**src/rtl/lv_efuse_pkg.sv**
```systemverilog
// Shared types and constants for the LV eFuse loader.
package lv_efuse_pkg;

    typedef enum logic [2:0] {
        StIdle,
        StSetup,
        StRead,
        StCapt,
        StCheck,
        StDone,
        StRelease
    } efuse_ld_st_e;

    localparam logic [7:0]  Crc8Poly        = 8'h07;
    localparam logic [7:0]  Crc8Init        = 8'h00;
    localparam int unsigned EfuseWordNumDef = 8;
    localparam int unsigned EfuseDataWDef   = 8;

endpackage

```
**src/rtl/lv_efuse_crc8.sv**
```systemverilog
// Combinational CRC-8 step (poly 0x07, MSB first) over one eFuse word.
import lv_efuse_pkg::*;

module lv_efuse_crc8 #(
    parameter int unsigned DATA_W = EfuseDataWDef
) (
    input  logic [7:0]        crc_in,
    input  logic [DATA_W-1:0] data_in,
    output logic [7:0]        crc_out
);

    always_comb begin
        crc_out = crc_in;
        for (int i = int'(DATA_W) - 1; i >= 0; i--) begin
            if (crc_out[7] ^ data_in[i]) begin
                crc_out = {crc_out[6:0], 1'b0} ^ Crc8Poly;
            end else begin
                crc_out = {crc_out[6:0], 1'b0};
            end
        end
    end

endmodule

```
**src/rtl/lv_efuse_loader.sv**
```systemverilog
// eFuse load responder: timed word reads, register-bank writes, checksum check.
// Define LV_EFUSE_CRC_EN to use a CRC-8 accumulator instead of XOR.
import lv_efuse_pkg::*;

module lv_efuse_loader #(
    parameter int unsigned EFUSE_WORD_NUM = EfuseWordNumDef,
    parameter int unsigned EFUSE_ADDR_W   = 3,
    parameter int unsigned EFUSE_DATA_W   = EfuseDataWDef,
    parameter int unsigned RD_WAIT_CYC    = 4
) (
    input  logic                    i_clk,
    input  logic                    i_rst,
    input  logic                    i_efuse_load_req,
    output logic                    o_efuse_load_done,
    output logic                    o_efuse_vld,
    output logic                    o_efuse_busy,
    output logic                    o_efuse_csb,
    output logic                    o_efuse_rden,
    output logic [EFUSE_ADDR_W-1:0] o_efuse_addr,
    input  logic [EFUSE_DATA_W-1:0] i_efuse_rdata,
    output logic                    o_efuse_reg_wen,
    output logic [EFUSE_ADDR_W-1:0] o_efuse_reg_waddr,
    output logic [EFUSE_DATA_W-1:0] o_efuse_reg_wdata
);

`ifdef LV_EFUSE_CRC_EN
    localparam int unsigned AccW = 8;
    localparam logic [AccW-1:0] AccInit = Crc8Init;
`else
    localparam int unsigned AccW = EFUSE_DATA_W;
    localparam logic [AccW-1:0] AccInit = '0;
`endif

    localparam logic [3:0]              WaitLoad = 4'(RD_WAIT_CYC - 1);
    localparam logic [EFUSE_ADDR_W-1:0] LastIdx  = EFUSE_ADDR_W'(EFUSE_WORD_NUM - 1);

    efuse_ld_st_e            state_q;
    logic [EFUSE_ADDR_W-1:0] idx_q;
    logic [3:0]              wait_q;
    logic [AccW-1:0]         acc_q;
    logic [AccW-1:0]         acc_next;

`ifdef LV_EFUSE_CRC_EN
    lv_efuse_crc8 #(
        .DATA_W (EFUSE_DATA_W)
    ) u_crc8 (
        .crc_in  (acc_q),
        .data_in (i_efuse_rdata),
        .crc_out (acc_next)
    );
`else
    assign acc_next = acc_q ^ i_efuse_rdata;
`endif

    // Outputs are loaded on the same edge as the state they belong to.
    always_ff @(posedge i_clk) begin
        if (i_rst) begin
            state_q           <= StIdle;
            idx_q             <= '0;
            wait_q            <= '0;
            acc_q             <= AccInit;
            o_efuse_load_done <= 1'b0;
            o_efuse_vld       <= 1'b0;
            o_efuse_busy      <= 1'b0;
            o_efuse_csb       <= 1'b1;
            o_efuse_rden      <= 1'b0;
            o_efuse_addr      <= '0;
            o_efuse_reg_wen   <= 1'b0;
            o_efuse_reg_waddr <= '0;
            o_efuse_reg_wdata <= '0;
        end else begin
            o_efuse_load_done <= 1'b0;
            o_efuse_reg_wen   <= 1'b0;
            unique case (state_q)
                StIdle: begin
                    if (i_efuse_load_req) begin
                        state_q      <= StSetup;
                        idx_q        <= '0;
                        acc_q        <= AccInit;
                        o_efuse_vld  <= 1'b0;
                        o_efuse_busy <= 1'b1;
                        o_efuse_csb  <= 1'b0;
                        o_efuse_addr <= '0;
                    end
                end
                StSetup: begin
                    state_q      <= StRead;
                    wait_q       <= WaitLoad;
                    o_efuse_rden <= 1'b1;
                end
                StRead: begin
                    if (wait_q == 4'd0) begin
                        state_q      <= StCapt;
                        o_efuse_rden <= 1'b0;
                    end else begin
                        wait_q <= wait_q - 4'd1;
                    end
                end
                StCapt: begin
                    o_efuse_reg_wen   <= 1'b1;
                    o_efuse_reg_waddr <= idx_q;
                    o_efuse_reg_wdata <= i_efuse_rdata;
                    if (idx_q == LastIdx) begin
                        // Last word is the checksum; compare it against the finished accumulator.
                        state_q     <= StCheck;
                        o_efuse_vld <= (acc_q == AccW'(i_efuse_rdata));
                        o_efuse_csb <= 1'b1;
                    end else begin
                        state_q      <= StSetup;
                        acc_q        <= acc_next;
                        idx_q        <= idx_q + 1'b1;
                        o_efuse_addr <= idx_q + 1'b1;
                    end
                end
                StCheck: begin
                    state_q           <= StDone;
                    o_efuse_load_done <= 1'b1;
                end
                StDone: begin
                    state_q      <= StRelease;
                    o_efuse_busy <= 1'b0;
                end
                StRelease: begin
                    if (!i_efuse_load_req) begin
                        state_q <= StIdle;
                    end
                end
                default: begin
                    state_q <= StIdle;
                end
            endcase
        end
    end

endmodule

```
**config.mk**
```make
export PLATFORM = sky130hd
export DESIGN_NAME = lv_efuse_loader
export DESIGN_NICKNAME = d
export VERILOG_FILES = /design/src/rtl/lv_efuse_pkg.sv /design/src/rtl/lv_efuse_crc8.sv /design/src/rtl/lv_efuse_loader.sv
export SDC_FILE = /design/constraint.sdc
export NUM_CORES = 1
export LEC_CHECK = 0
export ABC_AREA = 0
export CAP_MARGIN = 20
export CORE_MARGIN = 2
export CORE_UTILIZATION = 54
export DETAILED_ROUTE_END_ITERATION = 6
export PLACE_DENSITY = 0.83
export REMOVE_ABC_BUFFERS = 1
export SLEW_MARGIN = 10
export SYNTH_ARGS = -nofsm -noshare
export SYNTH_HDL_FRONTEND = slang
export SYNTH_SLANG_ARGS = --single-unit
```
**constraint.sdc**
```tcl
create_clock -name i_clk -period 2.9 [get_ports i_clk]
set_input_delay 0.58 -clock i_clk [delete_from_list [all_inputs] [get_ports i_clk]]
set_output_delay 0.58 -clock i_clk [all_outputs]
set_load 0.05 [all_outputs]
```
# Yosys cells after proc, flatten, opt, wreduce, memory -nomap -nowiden
# Index checks and enable logic that the tools add are counted.
dict set report word_totals {
  reg_bits 35
  inputBits 11
  out_inout_bits 20
  wordCells 64
}
dict set report classes {
  n_addsub 2
  n_eq_ne 14
  mux 24
  bitwise 1
  reduce_logical 11
}
# op count
set ops {}
lappend ops {{3-bit one-hot mux with 7 select lines} 1}
lappend ops {{3-bit two-way mux} 6}
lappend ops {{8-bit two-way mux} 2}
lappend ops {{8-bit one-hot mux with 2 select lines} 1}
lappend ops {{3-bit equality test, second input constant} 4}
lappend ops {{2-bit inequality test, second input constant} 6}
lappend ops {{3-bit AND reduction} 3}
lappend ops {{8-bit equality test} 1}
lappend ops {{1-bit one-hot mux with 2 select lines} 4}
lappend ops {{4-bit one-hot mux with 2 select lines} 1}
lappend ops {{8-bit XOR} 1}
lappend ops {{1-bit two-way mux} 7}
lappend ops {{3-bit by 2-bit equality test with 1-bit output, second input constant} 2}
lappend ops {{3-bit one-hot mux with 2 select lines} 1}
lappend ops {{2-bit AND reduction} 3}
lappend ops {{2-bit nonzero test} 3}
lappend ops {{4-bit logical NOT} 1}
lappend ops {{4-bit two-way mux} 1}
lappend ops {{4-bit by 1-bit subtractor with 4-bit output, second input constant} 1}
lappend ops {{3-bit by 1-bit adder with 3-bit output, second input constant} 1}
lappend ops {{3-bit by 1-bit equality test with 1-bit output, second input constant} 1}
lappend ops {{3-bit logical NOT} 1}

# Logic depth before layout (Yosys ltp)
dict set report depth {
  depth_word 3
  depth_mapped 7
  ltp_nobuf 6
}

# Worst setup path after synthesis
# OpenSTA, ideal clock, no wires.
dict set report synth_path {
  path_type {reg2reg}
  from {register idx_q[0]}
  to {register acc_q[0]}
  setup_ns 0.078
  t_arrival_ns 1.765
  required_time_ns 2.822
  slack_ns 1.057
  stages_incl_launch_ff 7
  path_buffers 0
  period_less_slack_ns 1.843
  cell_sequence {dfxtp_1 > ha_1 > ha_1 > nand2b_1 > nor3b_2 > a21oi_1 > nor3_1}
}
dict set report synth_via {
  elab_chain_len 3
}
# item line
set synth_lines {}
lappend synth_lines {{start: declaration} lv_efuse_loader.sv:38} ;# logic [EFUSE_ADDR_W-1:0] idx_q;
lappend synth_lines {{start signal: assignment} lv_efuse_loader.sv:111} ;# idx_q <= idx_q + 1'b1;
lappend synth_lines {{3-bit equality test} lv_efuse_loader.sv:103} ;# if (idx_q == LastIdx) begin
lappend synth_lines {{2-bit inequality test (no source line)} -}
lappend synth_lines {{3-bit AND reduction (no source line)} -}
lappend synth_lines {{end signal: assignment} lv_efuse_loader.sv:61} ;# acc_q <= AccInit;
lappend synth_lines {{end signal: assignment} lv_efuse_loader.sv:79} ;# acc_q <= AccInit;
lappend synth_lines {{end signal: assignment} lv_efuse_loader.sv:110} ;# acc_q <= acc_next;
lappend synth_lines {{end: declaration} lv_efuse_loader.sv:40} ;# logic [AccW-1:0] acc_q;
# No other way between the ends.
# A chain may end at the register's enable or synchronous reset.

==> flow_summary.yaml <==
outcome:
  status: "completed"
sta:
  skew_ps: 17.40
  setup_slack_ps: 725.3
  finalCritPeriodShare_pct: 74.99
  setup_tns_ps: 0
  clock.fmax_mhz: 459.8
  finalSetupViolCount: 0
  report.final.slew_viol_count: 0
  relSlewSlack_pct: 61.19
  fin_crit_ps: 2175
  tightest_slew_ps: 579.7
  rsz0062_at_grt: "no"
  hold_viol_final: 0
clock_tree:
  cts_tree: "built"
  cts.path.max_buffers: 2
  cts_resized: 0
  cts-buffers-inserted: 5
  htree_levels: 2
  post-cts-setup-buffers: 0
  path_clk_slew_ps: 120
  cts-hold-fix-buffers: 0
  worstSkewPairLatency_ps: 350
  cts.sinks: 35
  root_buffer: "clkbuf_4"
setup_path:
  path_depth: 1
  worst-path-max-fanout: 4
  crit_path_max_incr_delay_ps: 830
  crit_chain: "clkdlybuf4s50_1"
  cp-end-kind: "output port"
  cp-start-kind: "flop"
  arrival_ps: 1590
  path_buf_inv: 1
  worstSetupStartpoint: "idx_q[0]$_SDFFE_PP0P_"
  cp_slowest_cell: "clkdlybuf4s50_1"
  rrSetupSlack_ps: 910
  r2r_start: "idx_q[0]$_SDFFE_PP0P_"
  critical_path_class: "flop to output port"
  crit_end: "o_efuse_addr[0]"
  worst_r2r_endpoint: "acc_q[6]$_SDFFE_PP0P_"
  cp_top_family: "buffers and inverters"
  reg2reg_depth: 6
  required_ps: 2320
floorplan:
  rows: 19
  die_y_um: 58.03
  die_w_um: 58.03
  die_area_sq_mm: 0.003367
  core_sq_mm: 0.002758
  start_util_pct: 57.17
  ios: 31
power:
  intPower_mw: 0.6920
  p_comb_share_pct: 22.3
  vdd_drop_max_mv: 0.4589
  p_sw_mw: 0.3516
  power.share.sequential_pct: 52.4
  power_leakage_nw: 0.6760
  pwr-share-clk_pct: 25.3
  p_sw_share_pct: 33.69
  power_per_cell_area_mw_per_mm2: 541.6
route:
  antenna_left: 0
  num_vias: 1429
  drtIter0Drc: 41
  wl_per_cell_um: 13.96
  via_per_inst: 5.762
  firstDrtPassIters: 4
  routed_wl_um: 3463
  drc_errors: 0
global_routing:
  grtUsageTotal_pct: 22.14
  antenna_found_initial: 0
  grt_pass1_vias: 1338
  grt_max_degree: 27
  grt_pass1_wl_um: 5685
  grt_overflow: 0
cells_and_area:
  num_antenna_cells: 0
  layout-drive-gt1-share_pct: 5.069
  fin_nets: 231
  synthToLayoutAreaGrowth_pct: 22.22
  layout_common_cells: "dfxtp_1 (35), clkdlybuf4s50_1 (30), a21oi_1 (29)"
  layout_commonest_cell: "dfxtp_1"
placement:
  port-buffer-count: 30
  hpwl_um: 2446
  post-place-ws_ps: 693.1
  globalplace.congestion: 0.7562
synth:
  synthDistinctLibCells: 32
  synth_edf_count: 0
  synth_ff_type: "dfxtp_1"
  async_reset_ff_share_pct: 0
  yosysSeqAreaShare_pct: 44.44
  syn_avg_cell_area_sq_um: 8.254
  syn_inst: 191
  yosysWarningCount: 0
  ys_seq_elements: 35
  syn_area_sq_mm: 0.001577
flow_run:
  max_cap_viol_count: 0
hold_path:
  hp-class: "flop to flop"
[per-layer routing]
metal | GRT usage [%] | vias up | wire, um
met5 | 0 | - | 0
li1 | - | 716 | -
met3 | 6.027 | 7 | 138
met2 | 36.36 | 29 | 1672
met4 | 10.30 | 0 | 62
met1 | 26.98 | 677 | 1590
[power groups by stage]
stage	logic, mW	clock network [mW]	registers [mW]
2_1_floorplan	0.115	0	0.590
3_3_place_gp	0.223	0	0.554
3_5_place_dp	0.232	0	0.558
4_1_cts	0.233	0.275	0.547
5_1_grt	0.253	0.290	0.552
6_report	0.233	0.264	0.547
[worst min-delay path by stage]
stage / startpoint / end / slack (ps) / cells after the start
6_report: o_efuse_reg_wdata[1]$_SDFFE_PP0P_ / o_efuse_reg_wdata[1]$_SDFFE_PP0P_ / 460 / 2
5_1_grt: o_efuse_reg_wdata[3]$_SDFFE_PP0P_ / o_efuse_reg_wdata[3]$_SDFFE_PP0P_ / 490 / 2
2_1_floorplan: wait_q[0]$_SDFFE_PP0P_ / wait_q[0]$_SDFFE_PP0P_ / 470 / 1
3_3_place_gp: o_efuse_reg_waddr[0]$_SDFFE_PP0P_ / o_efuse_reg_waddr[0]$_SDFFE_PP0P_ / 440 / 2
4_1_cts: o_efuse_reg_wdata[1]$_SDFFE_PP0P_ / o_efuse_reg_wdata[1]$_SDFFE_PP0P_ / 460 / 2
3_5_place_dp: o_efuse_reg_wdata[1]$_SDFFE_PP0P_ / o_efuse_reg_wdata[1]$_SDFFE_PP0P_ / 450 / 2
[synthesized netlist by cell type, types with 3 or more instances]
master / count / share of area (%)
or3b_1: 3 / 1.7
o21ai_0: 7 / 2.2
nor2_1: 13 / 3.1
clkbuf_1: 8 / 1.9
buf_2: 4 / 1.3
nor3_1: 11 / 3.5
nand2_1: 27 / 6.4
nand2b_1: 3 / 1.2
dfxtp_1: 35 / 44
nand3_1: 5 / 1.6
a21oi_1: 29 / 9.2
xnor2_1: 5 / 2.8
ha_1: 4 / 3.2
nand3b_1: 4 / 1.9
o21ai_1: 4 / 1.3
xor2_1: 5 / 2.8
inv_1: 4 / 0.95
[cell type report]
type                       count  area [sq um]
fill                         223         830.8
tap                           31         38.79
timing repair buffer          31         307.8
inverter                       4         15.01
clock buffer                   5         37.54
multi-input combinational    139         807.0
sequential                    35         700.7
clock inverter                 3         20.02
[logic make-up after synthesis]
logic type	synth area share, %
AND/OR/NAND/NOR	24.92
XOR/XNOR	5.555
flip-flops	44.44
multiplexers	0.6349
adder cells (fa/ha/maj)	3.175
buffers and inverters	4.365
AO/OA/AOI/OAI	16.91
[flip-flops by register name (all words and copies together) (netlist names)]
register,count
state_q,3
acc_q,8
o_efuse_busy,1
idx_q,3
o_efuse_reg_waddr,3
wait_q,4
o_efuse_reg_wdata,8
o_efuse_rden,1
o_efuse_reg_wen,1
o_efuse_csb,1
o_efuse_load_done,1
o_efuse_vld,1
[metrics by stage]
step | area, sq um | utilization [%] | cells | hold slack [ps] | power [mW]
CTS | 1927 | 69.87 | 248 | 464.3 | 1.055
detailed placement | 1869 | 67.79 | 240 | 448.3 | 0.7897
global route | 1927 | 69.87 | 248 | 485.7 | 1.094
global placement | 1869 | 67.79 | 240 | 442.5 | 0.7764
floorplan | 1523 | - | 178 | 467.5 | 0.7044
finish | 1927 | 69.87 | 248 | 459.7 | 1.044
Power figures use the tool's default switching activity.
